$ cat config.mk
export PLATFORM = sky130hd
export DESIGN_NAME = alu_ctrl_fsm
export DESIGN_NICKNAME = d
export VERILOG_FILES = /design/src/rtl/alu_ctrl_fsm.sv
export SDC_FILE = /design/constraint.sdc
export NUM_CORES = 1
export LEC_CHECK = 0
export CAP_MARGIN = 0
export CORE_MARGIN = 2
export CORE_UTILIZATION = 35
export DETAILED_ROUTE_END_ITERATION = 16
export PLACE_DENSITY = 0.66
export RECOVER_POWER = 50
export SLEW_MARGIN = 25
export SYNTH_ARGS = -nofsm -noshare
export SYNTH_HDL_FRONTEND = slang
export SYNTH_SLANG_ARGS = --single-unit
$ cat constraint.sdc
create_clock -name clk -period 5.7 [get_ports clk]
set_input_delay 1.425 -clock clk [delete_from_list [all_inputs] [get_ports clk]]
set_output_delay 1.425 -clock clk [all_outputs]
set_load 0.05 [all_outputs]
$ cat src/rtl/alu_ctrl_fsm.sv
// Multicycle control FSM: sequences ALU muxes/op and datapath strobes for fetch, decode, R-type, addi, lw, sw, beq, j.
// Optional macro ADDM_EN adds addm (rd <- Mem[RegA+imm] + RegB) via an extra ADDM_EX state.
module alu_ctrl_fsm #(
    parameter int MEM_LAT = 2
) (
    input  logic       clk,
    input  logic       reset,
    input  logic [5:0] opcode,
    input  logic [5:0] funct,
    input  logic       zero,
    output logic [1:0] alusrca_sel,
    output logic [1:0] alusrcb_sel,
    output logic [2:0] alu_op,
    output logic       pc_write,
    output logic [1:0] pc_src,
    output logic       ir_write,
    output logic       iord,
    output logic       mem_wr,
    output logic       mdr_write,
    output logic       ab_write,
    output logic       aluout_write,
    output logic       reg_write,
    output logic       reg_dst,
    output logic       mem_to_reg,
    output logic       illegal,
    output logic [3:0] state_out
);
    typedef enum logic [3:0] {
        S_RST     = 4'd0,
        S_FETCH   = 4'd1,
        S_DECODE  = 4'd2,
        S_EXEC_R  = 4'd3,
        S_WB_R    = 4'd4,
        S_ADDR    = 4'd5,
        S_WB_I    = 4'd6,
        S_MEM_RD  = 4'd7,
        S_WB_LW   = 4'd8,
        S_MEM_WR  = 4'd9,
        S_BRANCH  = 4'd10,
        S_JUMP    = 4'd11,
        S_ADDM_EX = 4'd12,
        S_TRAP    = 4'd15
    } state_t;

    localparam logic [3:0] LAST_CNT = 4'(MEM_LAT - 1);
    localparam logic [2:0] OP_ADD = 3'b001;
    localparam logic [2:0] OP_SUB = 3'b010;
    localparam logic [2:0] OP_AND = 3'b011;
    localparam logic [5:0] OPC_RTYPE = 6'h00;
    localparam logic [5:0] OPC_ADDM  = 6'h01;
    localparam logic [5:0] OPC_J     = 6'h02;
    localparam logic [5:0] OPC_BEQ   = 6'h04;
    localparam logic [5:0] OPC_ADDI  = 6'h08;
    localparam logic [5:0] OPC_LW    = 6'h23;
    localparam logic [5:0] OPC_SW    = 6'h2B;
    localparam logic [5:0] FN_ADD = 6'h20;
    localparam logic [5:0] FN_SUB = 6'h22;
    localparam logic [5:0] FN_AND = 6'h24;

    state_t     r_state;
    state_t     w_state_nxt;
    logic [3:0] r_cnt;
    logic [3:0] w_cnt_nxt;
    logic       w_last;
    logic       w_funct_ok;
    logic       w_addm;

    assign w_last     = (r_cnt == LAST_CNT);
    assign w_funct_ok = (funct == FN_ADD) || (funct == FN_SUB) || (funct == FN_AND);
`ifdef ADDM_EN
    assign w_addm = (opcode == OPC_ADDM);
`else
    assign w_addm = 1'b0;
`endif
    assign state_out = r_state;

    always_ff @(posedge clk or posedge reset) begin
        if (reset) begin
            r_state <= S_RST;
            r_cnt   <= 4'd0;
        end else begin
            r_state <= w_state_nxt;
            r_cnt   <= w_cnt_nxt;
        end
    end

    always_comb begin
        w_state_nxt  = r_state;
        alusrca_sel  = 2'b00;
        alusrcb_sel  = 2'b00;
        alu_op       = 3'b000;
        pc_write     = 1'b0;
        pc_src       = 2'b00;
        ir_write     = 1'b0;
        iord         = 1'b0;
        mem_wr       = 1'b0;
        mdr_write    = 1'b0;
        ab_write     = 1'b0;
        aluout_write = 1'b0;
        reg_write    = 1'b0;
        reg_dst      = 1'b0;
        mem_to_reg   = 1'b0;
        illegal      = 1'b0;
        case (r_state)
            S_RST: w_state_nxt = S_FETCH;
            S_FETCH: begin
                if (w_last) begin
                    ir_write    = 1'b1;
                    alusrca_sel = 2'b10;
                    alusrcb_sel = 2'b01;
                    alu_op      = OP_ADD;
                    pc_write    = 1'b1;
                    w_state_nxt = S_DECODE;
                end
            end
            S_DECODE: begin
                // ALUOut captures the branch target while the opcode is dispatched
                ab_write     = 1'b1;
                alusrca_sel  = 2'b10;
                alusrcb_sel  = 2'b11;
                alu_op       = OP_ADD;
                aluout_write = 1'b1;
                if (opcode == OPC_RTYPE)
                    w_state_nxt = w_funct_ok ? S_EXEC_R : S_TRAP;
                else if ((opcode == OPC_ADDI) || (opcode == OPC_LW) || (opcode == OPC_SW) || w_addm)
                    w_state_nxt = S_ADDR;
                else if (opcode == OPC_BEQ)
                    w_state_nxt = S_BRANCH;
                else if (opcode == OPC_J)
                    w_state_nxt = S_JUMP;
                else
                    w_state_nxt = S_TRAP;
            end
            S_EXEC_R: begin
                alusrca_sel  = 2'b01;
                aluout_write = 1'b1;
                case (funct)
                    FN_SUB:  alu_op = OP_SUB;
                    FN_AND:  alu_op = OP_AND;
                    default: alu_op = OP_ADD;
                endcase
                w_state_nxt = S_WB_R;
            end
            S_WB_R: begin
                reg_write   = 1'b1;
                reg_dst     = 1'b1;
                w_state_nxt = S_FETCH;
            end
            S_ADDR: begin
                alusrca_sel  = 2'b01;
                alusrcb_sel  = 2'b10;
                alu_op       = OP_ADD;
                aluout_write = 1'b1;
                if (opcode == OPC_ADDI)
                    w_state_nxt = S_WB_I;
                else if (opcode == OPC_SW)
                    w_state_nxt = S_MEM_WR;
                else
                    w_state_nxt = S_MEM_RD;
            end
            S_WB_I: begin
                reg_write   = 1'b1;
                w_state_nxt = S_FETCH;
            end
            S_MEM_RD: begin
                iord = 1'b1;
                if (w_last) begin
                    mdr_write   = 1'b1;
                    w_state_nxt = w_addm ? S_ADDM_EX : S_WB_LW;
                end
            end
            S_WB_LW: begin
                reg_write   = 1'b1;
                mem_to_reg  = 1'b1;
                w_state_nxt = S_FETCH;
            end
            S_MEM_WR: begin
                iord        = 1'b1;
                mem_wr      = 1'b1;
                w_state_nxt = S_FETCH;
            end
            S_BRANCH: begin
                alusrca_sel = 2'b01;
                alu_op      = OP_SUB;
                pc_src      = 2'b01;
                pc_write    = zero;
                w_state_nxt = S_FETCH;
            end
            S_JUMP: begin
                pc_src      = 2'b10;
                pc_write    = 1'b1;
                w_state_nxt = S_FETCH;
            end
`ifdef ADDM_EN
            S_ADDM_EX: begin
                alusrca_sel  = 2'b11;
                alu_op       = OP_ADD;
                aluout_write = 1'b1;
                w_state_nxt  = S_WB_R;
            end
`endif
            S_TRAP: illegal = 1'b1;
            default: w_state_nxt = S_TRAP;
        endcase

        // Counter restarts on every state change, so it is 0 on entry to FETCH/MEM_RD; saturates instead of wrapping
        if (w_state_nxt != r_state)
            w_cnt_nxt = 4'd0;
        else if (r_cnt != 4'hF)
            w_cnt_nxt = r_cnt + 4'd1;
        else
            w_cnt_nxt = r_cnt;
    end
endmodule

Yosys cells after proc, flatten, opt, wreduce, memory -nomap -nowiden
Index checks and enable logic that the tools add are counted.
Widths: inputs -> output; s select.

word-level totals
  bits in registers = 8
  input bits = 15
  output and inout port bits = 24
  logic and storage cells = 71

cells by class
  add/subtract/negate cells = 1
  eq/ne operators = 23
  multiplexer cells = 32
  reductions and logical operators = 13

operator list
  operator             number
  $mux 4               9
  $eq 6x6->1 const B   5
  $pmux 4 s7           1
  $eq 4x4->1 const B   5
  $eq 4x3->1 const B   4
  $mux 1               13
  $pmux 2 s3           2
  $reduce_or 3->1      3
  $eq 4x1->1 const B   2
  $eq 4x2->1 const B   2
  $pmux 2 s2           2
  $pmux 2 s4           1
  $reduce_or 7->1      1
  $eq 6x2->1 const B   1
  $eq 6x3->1 const B   1
  $eq 6x4->1 const B   1
  $logic_not 6->1      1
  $mux 3               2
  $add 4x1->4 const B  1
  $logic_not 4->1      1
  $logic_or 1x1->1     4
  $ne 4x4->1           1
  $ne 4x4->1 const B   1
  $reduce_or 2->1      2
  3 further kinds      3

Depth between registers and ports, before layout
  depth in word-level cells = 8
  gate-level depth with buffers = 6
  gate-level depth less buffers = 6

Worst setup path before layout
OpenSTA, ideal clock, no wires.

  kind = in2out
  from = input funct[0]
  to = output alu_op[1]
  arrival = 3.099 ns
  data required time = 4.275 ns
  slack = 1.176 ns
  cell stages on the path = 4
  buffers on the path = 0
  path through = nor4b_1 -> nand2_1 -> or3_1 -> a21oi_1

on the way
  cells in the longest elaborated chain, start to end = 3
  elaborated cells between the ends (all ways) = 4
  classes of those cells = eq/ne: 2; mux: 2

RTL lines
  what          line  text
  from (decl)   9     input logic [5:0] funct,
  $eq 6x6->1    137   case (funct)
  $pmux 2 s2 *  137
  $pmux 2 s4 *  104   case (r_state)
  to (decl)     13    output logic [2:0] alu_op,

Every way passes the cells marked *; elsewhere a longest branch is shown, timed or not.

Worst setup path after layout
Ends and elaborated chain as after synthesis.

==> results.py <==
metrics = {
    "outcome": {
        "outcome": "finished clean",
    },
    "yosys": {
        "ys.flop_type": "sky130_fd_sc_hd__dfrtp_1",
        "synth.top_cells.by_area": "sky130_fd_sc_hd__dfrtp_1 22%, sky130_fd_sc_hd__a21oi_1 5.5%, sky130_fd_sc_hd__nand2b_1 5.5%",
        "ys_ff_latch": 8,
        "syn-mean-instance-area_sq_um": 7.46,
        "cell_type_contributing_the_most_total_cell_area_after_synthesis": "sky130_fd_sc_hd__dfrtp_1",
        "post_synth_inst_count": 123,
        "post_synth_edffs": 0,
        "post_synth_instance_area_sq_um": 917,
        "async_flop_share_pct": 100,
        "synth_warnings": 0,
        "number_of_distinct_library_cell_variants_in_the_gate_level_netlist_after_synthesis": 49,
        "yosysSeqAreaShare_pct": 21.8,
        "syn_nets": 140,
        "synth_top_cell_area_share_pct": 21.8,
    },
    "worst_setup_path": {
        "crit_fanout": 3,
        "timing.critical_path.from_type": "primary input",
        "worst_setup_path_end_kind": "primary output",
        "required_ns": 4.28,
        "regToRegSetupSlack_ns": 3.69,
        "timing_worst_setup_path_type": "in2out",
        "worstReg2RegStart": "state_out[1]",
        "arrival_ns": 3.97,
        "worst_setup_path_startpoint": "funct[0]",
    },
    "timing": {
        "finalHoldViolCount": 0,
        "tightest_slew_ns": 0.670,
        "clock-skew-final_ns": 0.00124,
        "final_max_slew_viol_count": 0,
        "whs_ns": 0.686,
        "time_the_final_worst_path_needs_with_i_o_delays_and_setup_ns": 5.40,
        "setup_viol": 0,
        "setup_total_negative_slack_ns": 0,
        "maximum_clock_frequency_mhz": 185,
        "fin_crit_sh_pct": 94.7,
        "grt_setup_unrepaired": "no",
        "worst_slew_margin_rel_pct": 55.3,
    },
    "layout": {
        "stdcell_count": 185,
        "layout_common_cells": "30 x sky130_fd_sc_hd__clkdlybuf4s50_1, 13 x sky130_fd_sc_hd__nand2_1, 10 x sky130_fd_sc_hd__a21oi_1",
        "share_of_post_route_cells_with_drive_strength_above_1_pct": 6.45,
        "synth_to_layout_area_growth_pct": 42.2,
        "fillers": 241,
        "layout_commonest_cell": "sky130_fd_sc_hd__clkdlybuf4s50_1",
        "diodes": 0,
        "number_of_nets_in_the_final_layout": 174,
    },
    "clocking": {
        "clkSlewWorstSetupHoldPaths_ns": 0.05,
        "clock_tree.buffer_depth": 2,
        "tritoncts": "yes",
        "cts_num_sinks": 8,
        "post_cts_buffers": 0,
        "cts_repair_resize_count": 0,
        "ctsHtreeMaxLevel": 1,
        "clock_latency_ns": 0.25,
        "cts_hold_buf": 0,
        "cts_inserted_buffers": 3,
        "ctsRootBufferMaster": "sky130_fd_sc_hd__clkbuf_4",
    },
    "pwr": {
        "sw_ratio_pct": 60.2,
        "combinationalPowerShare_pct": 74.3,
        "p_clk_share_pct": 6.1,
        "leakage_nw": 0.500,
        "power.switching_w": 0.000424,
        "vdd_ir_drop_max_mv": 0.356,
        "power-per-cell-area_nw_per_um2": 541,
        "internal_power_component_w": 0.000281,
        "seq_power_share_pct": 19.6,
    },
    "place": {
        "place.port_buffers": 37,
        "gpl.final_weighted_congestion": 0.833,
        "dp_cells": 182,
        "dp_hpwl_um": 1930,
    },
    "detailed_routing": {
        "drcViolationCount": 0,
        "viasPerCell": 5.66,
        "drtPass1Iterations": 4,
        "wl_per_cell_um": 14.1,
        "wl_um": 2600,
        "vias": 1048,
        "drt_first_iter_violations": 34,
        "drt.antenna.violating_nets": 0,
    },
    "grt": {
        "grt_antenna_before_repair": 0,
        "first_pass_grt_wire_length_um": 4130,
        "global_route.peak_usage_layer": "met2",
        "grt_pass1_vias": 928,
        "grt.met1_usage_pct": 26.1,
        "overflow": 0,
        "grt_use_met2_pct": 29.8,
        "grt_usage_pct": 18.6,
        "grt_start_max_net_pins": 22,
        "grt_util_met3_pct": 2.96,
    },
    "floorplanning": {
        "fp.dieArea_sq_um": 3050,
        "vertical_extent_of_the_die_um": 55.2,
        "initial_utilization_pct": 37.0,
        "floorplan.rows": 18,
        "coreArea_sq_um": 2480,
        "ioPinCount": 39,
        "fp.dieW_um": 55.2,
    },
    "min_path": {
        "hold_start": "r_cnt[0]",
        "min_path_type": "reg2reg",
    },
    "flow_run": {
        "max_cap_violations": 0,
    },
}
critical path, stage by stage:
cell and delay (ns):
sky130_fd_sc_hd__dlygate4sd3_1 0.53, sky130_fd_sc_hd__nor4b_1 0.52, sky130_fd_sc_hd__nand2_1 0.15, sky130_fd_sc_hd__or3_1 0.38, sky130_fd_sc_hd__a21oi_1 0.15, sky130_fd_sc_hd__clkdlybuf4s50_1 0.82
state kept, by name, indices dropped and copies added, names as in the netlist:
name	flops
r_cnt	4
state_out	4
final cells by class:
cell class	count	area, sq um	share of cell area [%]
clock buffers	3	22.5	1.73
repair buffers	37	370	28.4
inverters	4	15.0	1.15
flip-flops and latches	8	200	15.4
multi-input cells	103	658	50.5
well taps	30	37.5	2.88
layer usage:
layer  vias up  share of wire [%]
li1        528                  -
met1       476                 45
met2        41                 48
met3         3                6.8
met4         0               0.69
met5         -                  0
path summary, 6_finish.rpt:
path,to,depth (start not counted)
max in group asynchronous,r_cnt[2],2
max reg2reg,r_cnt[2],4
min reg2reg,r_cnt[0],3
min,r_cnt[0],3
min in group asynchronous,r_cnt[3],2
max,alu_op[1],6
power groups by stage:
stage               clock network (W)  logic (W)  registers, W
floorplan                           0   0.000375      0.000134
global placement                    0   0.000527      0.000137
detailed placement                  0   0.000526      0.000139
CTS                         0.0000432   0.000530      0.000138
global route                0.0000467   0.000559      0.000147
finish                      0.0000429   0.000524      0.000138
cells by family after synthesis:
kind of cell,after synthesis,share of synthesized area [%]
fa+ha+maj,2,2.73
other cells,1,0.409
buf+inv,12,6.41
flops,8,21.8
xor+xnor,2,1.91
compound gates,37,26.7
simple gates,61,40.0
Yosys cell counts (2+ instances only):
library cell	n
sky130_fd_sc_hd__nand2_1	13
sky130_fd_sc_hd__a21oi_1	10
sky130_fd_sc_hd__dfrtp_1	8
sky130_fd_sc_hd__nand2b_1	8
sky130_fd_sc_hd__nor2_1	8
sky130_fd_sc_hd__nor3_1	6
sky130_fd_sc_hd__o21ai_0	5
sky130_fd_sc_hd__clkbuf_1	4
sky130_fd_sc_hd__inv_1	4
sky130_fd_sc_hd__nor4_1	4
sky130_fd_sc_hd__a211oi_1	3
sky130_fd_sc_hd__nor2b_1	3
sky130_fd_sc_hd__a21boi_0	2
sky130_fd_sc_hd__a21o_1	2
sky130_fd_sc_hd__buf_2	2
sky130_fd_sc_hd__ha_1	2
sky130_fd_sc_hd__nand3_1	2
sky130_fd_sc_hd__nor4b_1	2
sky130_fd_sc_hd__o221ai_1	2
sky130_fd_sc_hd__o22ai_1	2
sky130_fd_sc_hd__or2_2	2
sky130_fd_sc_hd__or3_1	2
stage by stage:
step                      instance area [sq um]  power, W  worst slack [ns]  utilization [%]
after global routing                       1300  0.000753             0.136             52.6
after detailed placement                   1280  0.000665             0.463             51.7
after floorplan                             917  0.000510              1.18                -
final                                      1300  0.000705             0.302             52.6
after global placement                     1280  0.000664             0.545             51.7
after CTS                                  1300  0.000711             0.456             52.6
(Power assumes the default switching activity.)
